--- src/rtl/l1_ahb_mtx_pkg.sv ---
// Shared AHB encodings, arbiter state enum and burst-length helper for the L1 bus matrix.
package l1_ahb_mtx_pkg;

  localparam logic [1:0] HTRANS_IDLE   = 2'b00;
  localparam logic [1:0] HTRANS_BUSY   = 2'b01;
  localparam logic [1:0] HTRANS_NONSEQ = 2'b10;
  localparam logic [1:0] HTRANS_SEQ    = 2'b11;

  localparam logic [2:0] HBURST_SINGLE = 3'd0;
  localparam logic [2:0] HBURST_INCR   = 3'd1;
  localparam logic [2:0] HBURST_WRAP4  = 3'd2;
  localparam logic [2:0] HBURST_INCR4  = 3'd3;
  localparam logic [2:0] HBURST_WRAP8  = 3'd4;
  localparam logic [2:0] HBURST_INCR8  = 3'd5;
  localparam logic [2:0] HBURST_WRAP16 = 3'd6;
  localparam logic [2:0] HBURST_INCR16 = 3'd7;

  typedef enum logic [1:0] {
    ST_NOPORT = 2'd0,
    ST_OWNED  = 2'd1,
    ST_BURST  = 2'd2,
    ST_LOCKED = 2'd3
  } arb_st_e;

  // Beats in a fixed-length burst; 1 for SINGLE and undefined-length INCR.
  function automatic logic [4:0] burst_beats(input logic [2:0] hburst);
    case (hburst)
      HBURST_WRAP4, HBURST_INCR4:   burst_beats = 5'd4;
      HBURST_WRAP8, HBURST_INCR8:   burst_beats = 5'd8;
      HBURST_WRAP16, HBURST_INCR16: burst_beats = 5'd16;
      default:                      burst_beats = 5'd1;
    endcase
  endfunction

endpackage

--- src/rtl/l1_ahb_mtx_rr_pick.sv ---
// Combinational round-robin picker: first requester after last_ptr wins, last_ptr itself competes last.
module l1_ahb_mtx_rr_pick #(
  parameter int NUM_IN = 3,
  parameter int PTR_W  = $clog2(NUM_IN)
) (
  input  logic [NUM_IN-1:0] req,
  input  logic [PTR_W-1:0]  last_ptr,
  output logic [NUM_IN-1:0] winner,
  output logic              any
);

  // Rotating search starting one past the last grant.
  always_comb begin
    int   idx;
    logic found;
    idx    = 0;
    found  = 1'b0;
    winner = '0;
    for (int k = 1; k <= NUM_IN; k++) begin
      idx = (int'(last_ptr) + k) % NUM_IN;
      if (!found && req[idx]) begin
        winner[idx] = 1'b1;
        found       = 1'b1;
      end
    end
  end

  assign any = |req;

endmodule

--- src/rtl/l1_ahb_mtx_out_arb.sv ---
// Output-port arbiter of the L1 AHB matrix: round-robin grant, held across fixed bursts and locked sequences.
module l1_ahb_mtx_out_arb
  import l1_ahb_mtx_pkg::*;
#(
  parameter int NUM_IN = 3
) (
  input  logic                  HCLK,
  input  logic                  HRESET,
  input  logic [NUM_IN-1:0]     sel_op,
  input  logic [2*NUM_IN-1:0]   trans_op,
  input  logic [3*NUM_IN-1:0]   burst_op,
  input  logic [NUM_IN-1:0]     mastlock_op,
  input  logic                  HREADYM,
  output logic [NUM_IN-1:0]     addr_in_port,
  output logic                  no_port,
  output logic [NUM_IN-1:0]     data_in_port,
  output logic [NUM_IN-1:0]     active,
  output logic                  hmastlock_out
);

  localparam int PTR_W = $clog2(NUM_IN);

  arb_st_e           st_q, st_d;
  logic [NUM_IN-1:0] own_q, own_d, data_q, data_d;
  logic [3:0]        cnt_q, cnt_d;
  logic [PTR_W-1:0]  last_q, last_d;

  logic [NUM_IN-1:0] req, winner;
  logic              any;
  logic [1:0]        own_trans;
  logic [2:0]        own_burst;
  logic              own_lock;
  logic [4:0]        own_beats;
  logic              rearb, cnt_dec;

  // An input requests this output when selected and issuing NONSEQ or SEQ.
  always_comb begin
    for (int i = 0; i < NUM_IN; i++) req[i] = sel_op[i] & trans_op[2*i+1];
  end

  l1_ahb_mtx_rr_pick #(.NUM_IN(NUM_IN), .PTR_W(PTR_W)) u_pick (
    .req      (req),
    .last_ptr (last_q),
    .winner   (winner),
    .any      (any)
  );

  // Owner's transfer attributes; a deselected owner looks like IDLE without lock.
  always_comb begin
    own_trans = HTRANS_IDLE;
    own_burst = HBURST_SINGLE;
    own_lock  = 1'b0;
    for (int i = 0; i < NUM_IN; i++) begin
      if (own_q[i] && sel_op[i]) begin
        own_trans = trans_op[2*i +: 2];
        own_burst = burst_op[3*i +: 3];
        own_lock  = mastlock_op[i];
      end
    end
    own_beats = burst_beats(own_burst);
  end

  // Next-state: everything advances only when the output transfer completes.
  always_comb begin
    st_d    = st_q;
    own_d   = own_q;
    cnt_d   = cnt_q;
    last_d  = last_q;
    data_d  = data_q;
    rearb   = 1'b0;
    cnt_dec = 1'b0;
    if (HREADYM) begin
      data_d = own_trans[1] ? own_q : '0;
      if (st_q == ST_NOPORT) begin
        rearb = 1'b1;
      end else if (own_trans == HTRANS_NONSEQ && own_beats > 5'd1) begin
        st_d  = ST_BURST;
        cnt_d = 4'(own_beats - 5'd1);
      end else if (st_q == ST_BURST && own_trans == HTRANS_SEQ && cnt_q != 4'd1) begin
        cnt_d   = cnt_q - 4'd1;
        cnt_dec = 1'b1;
      end else if (st_q == ST_BURST && own_trans == HTRANS_BUSY) begin
        cnt_d = cnt_q;
      end else begin
        // Single beat done, burst finished or cut short, or lock released.
        cnt_d = 4'd0;
        if (own_lock) st_d = ST_LOCKED;
        else          rearb = 1'b1;
      end
      if (rearb) begin
        if (any) begin
          st_d  = ST_OWNED;
          own_d = winner;
          for (int i = 0; i < NUM_IN; i++) if (winner[i]) last_d = PTR_W'(i);
        end else begin
          st_d  = ST_NOPORT;
          own_d = '0;
        end
      end
    end
  end

  // Arbiter state registers with synchronous reset.
  always_ff @(posedge HCLK) begin
    if (HRESET) begin
      st_q   <= ST_NOPORT;
      own_q  <= '0;
      data_q <= '0;
      cnt_q  <= 4'd0;
      last_q <= PTR_W'(NUM_IN - 1);
    end else begin
      st_q   <= st_d;
      own_q  <= own_d;
      data_q <= data_d;
      cnt_q  <= cnt_d;
      last_q <= last_d;
    end
  end

  assign addr_in_port  = own_q;
  assign active        = own_q;
  assign no_port       = (st_q == ST_NOPORT);
  assign data_in_port  = data_q;
  assign hmastlock_out = |(own_q & mastlock_op);

  // The beat counter must never wrap below zero.
  a_cnt_no_underflow: assert property (@(posedge HCLK) disable iff (HRESET) cnt_dec |-> cnt_q != 4'd0);

endmodule

--- config.mk ---
export PLATFORM = sky130hd
export DESIGN_NAME = l1_ahb_mtx_out_arb
export DESIGN_NICKNAME = d
export VERILOG_FILES = /design/src/rtl/l1_ahb_mtx_pkg.sv /design/src/rtl/l1_ahb_mtx_rr_pick.sv /design/src/rtl/l1_ahb_mtx_out_arb.sv
export SDC_FILE = /design/constraint.sdc
export NUM_CORES = 1
export LEC_CHECK = 0
export ABC_AREA = 1
export BUFFER_PORTS_ARGS = -buffer_cell sky130_fd_sc_hd__clkbuf_2
export CAP_MARGIN = 30
export CELL_PAD_IN_SITES_DETAIL_PLACEMENT = 1
export CELL_PAD_IN_SITES_GLOBAL_PLACEMENT = 1
export CORE_AREA = 3 3 62 64
export CTS_CLUSTER_SIZE = 24
export DETAILED_ROUTE_END_ITERATION = 10
export DIE_AREA = 0 0 65 67
export PLACE_DENSITY_LB_ADDON = 0.1
export SYNTH_ARGS = -nofsm -noshare
export SYNTH_HDL_FRONTEND = slang
export SYNTH_SLANG_ARGS = --single-unit
--- constraint.sdc ---
create_clock -name HCLK -period 4.3 [get_ports HCLK]
set_input_delay 0.215 -clock HCLK [delete_from_list [all_inputs] [get_ports HCLK]]
set_output_delay 0.215 -clock HCLK [all_outputs]
set_load 0.02 [all_outputs]
==> impl_metrics.toml <==
[sta]
max_slew_margin = 0.797
period_share = 0.502
fin_ws_ps = 2140
tightest_slew_ps = 302
skew_ps = 4.87
setup_violations = 0
grt_setup_unrepaired = "no"
finalHoldViolations = 0
fin_tns_setup_ps = 0
slew_violations = 0
whs_ps = 198
fmax_ghz = 0.464
fin_crit_ps = 2160

[detailed_routing]
drt-total-wl_um = 3500
drc = 0
ant_nets = 0
routed_via_density = 4.87
routedWlPerCell_um = 13.1
initialDrtViolationCount = 46
first_pass_iters = 4
vias = 1305

[global_route]
grt_max_degree = 10
track_usage = 0.178
grt_pass1_wl_um = 6180
grt_overflow_total = 0
grt_pass1_vias = 1367
antenna_found_initial = 0

[critical_path]
required_ps = 4460
worstSetupEndpointType = "register"
reg2regPathDepth = 13
worstPathMaxFanout = 8
worst_path_max_delay_cell = "ha_1"
critPathLaunchType = "register"
path_cells = "inv_1, ha_1, inv_2, nand3_1, nand3_1, nand2_1, nand3_1, nor2_1, nor2_1, nand3_1, nand3_1, nand2_1, nand3_1"
critical_path_class = "register to register"
cpMostUsedCell = "nand3_1"
crit_family = "simple AND/OR/NAND/NOR gates"
worst_path_largest_cell_delay_ps = 440
rrSetupSlack_ps = 2140
crit_arrival_ps = 2320
path_buf_inv = 2
cp.depth = 13

[synth]
ys_warn_count = 0
netlist_instances = 191
yosysSeqAreaShare = 0.233
synth.distinct_cells = 31
synth_top_area_share = 0.233
netlist_area_um2 = 1200
ys_ff_latch = 14
synth_top_cell_by_area = "dfxtp_1"
avgSynthCellArea_um2 = 6.31
syn_nets = 221
synth_area_leaders = "dfxtp_1, nand2_1, nand3_1"

[clock_tree]
root_buffer = "clkbuf_4"
clk_pin_slew_ps = 80
clock_sinks = 14
ctsResizeCount = 0
cts_tree = "built"
clockBufferDepth = 2
hold_buffers = 0
clk_latency_ps = 280
numCtsBuffers = 3
post_cts_buffers = 0
cts_max_level = 1

[placed_design]
place_hpwl_um = 2970
place_inst = 264
place_ws_ps = 2140
io_buffer_count = 31
gp_congestion = 0.891

[power_and_ir_drop]
power.density_nw_per_um2 = 467
switchingPower_mw = 0.328
p_comb_frac = 0.580
clkPwrFrac = 0.144
swShare = 0.493
p_leak_nw = 0.734
peakVddDrop_mv = 0.264
p_int_mw = 0.337
p_seq_frac = 0.275

[cells_and_area]
syn2layout_area_growth_pct = 18.2
drive_above_1_share = 0.248
fin_util = 0.427
diodes = 0
stdcell_count = 268
nNetsFinal = 253

[floorplanning]
die_height_um = 67
coreArea_um2 = 3340
pin_count = 35
start_util = 0.361
row_count = 21
dieArea_um2 = 4360
die_width_um = 65

[run_status]
status = "completed"

[run]
drv_cap = 0

[worst_hold_path]
hp-class = "input port to register"
hold_depth = 2
-- worst paths after layout --
path             start         to
max          last_q[0]  last_q[1]
min             HRESET  active[0]
max reg2reg  last_q[0]  last_q[1]
min reg2reg    st_q[1]    st_q[1]
-- cell usage after synthesis, drive strengths merged --
master / count
a211oi: 1
a21boi: 1
a21oi: 14
a32oi: 1
buf: 4
clkinv: 2
dfxtp: 14
ha: 6
inv: 28
nand2: 47
nand3: 26
nand3b: 2
nor2: 21
nor3: 3
o211ai: 1
o21ai: 16
o22ai: 1
or2: 2
xor2: 1
-- placed cells by master (no fill, tap or decap), types with 5 or more instances in the layout --
cell and count:
clkbuf_2 31, a21oi_1 14, ha_1 6, o21ai_1 10, nor2_1 17, dfxtp_1 14, o21ai_0 5, inv_2 6
inv_1 21, nand3_1 23, nand2_1 43
-- metrics by stage --
stage          total power, mW  instance area [µm²]
2_1_floorplan            0.487                 1200
3_3_place_gp             0.560                 1390
3_5_place_dp             0.576                 1390
4_1_cts                  0.673                 1420
5_1_grt                  0.740                 1420
6_report                 0.665                 1420
-- routing by layer --
layer	up-vias	track usage	wire length [µm]
met5	-	0	0
met4	0	0.0264	7
met3	2	0.0354	114
met2	22	0.331	1800
met1	598	0.213	1570
li1	683	-	-
-- registers in the layout, summed over array words and instances (netlist names) --
signal,flops
st_q,2
data_in_port,3
last_q,2
active,3
cnt_q,4
-- power groups by stage --
| stage | sequential [mW] | clock (mW) | combinational [mW] |
|---|---|---|---|
| 2_1_floorplan | 0.188 | 0 | 0.299 |
| 3_3_place_gp | 0.185 | 0 | 0.374 |
| 3_5_place_dp | 0.187 | 0 | 0.388 |
| 4_1_cts | 0.184 | 0.0986 | 0.391 |
| 5_1_grt | 0.188 | 0.109 | 0.443 |
| 6_report | 0.183 | 0.0960 | 0.386 |
-- kinds of logic (layout without fill, tap and decap cells) --
| kind of cell | count (synthesis) | after routing | synth area share |
|---|---|---|---|
| AO/OA/AOI/OAI | 35 | 35 | 0.159 |
| AND/OR/NAND/NOR | 101 | 101 | 0.418 |
| flip-flops | 14 | 14 | 0.233 |
| buffers and inverters | 34 | 65 | 0.120 |
| XOR/XNOR | 1 | 1 | 0.00727 |
| adder cells (fa/ha/maj) | 6 | 6 | 0.0623 |
-- layout make-up --
| class | count | area, µm² |
|---|---|---|
| clock buffer | 4 | 36.3 |
| fill | 477 | 1910 |
| inverter | 30 | 115 |
| multi-input combinational | 143 | 779 |
| sequential | 14 | 280 |
| tap | 46 | 57.6 |
| timing repair buffer | 31 | 155 |
Note: power is estimated with default switching activity, not from simulation.
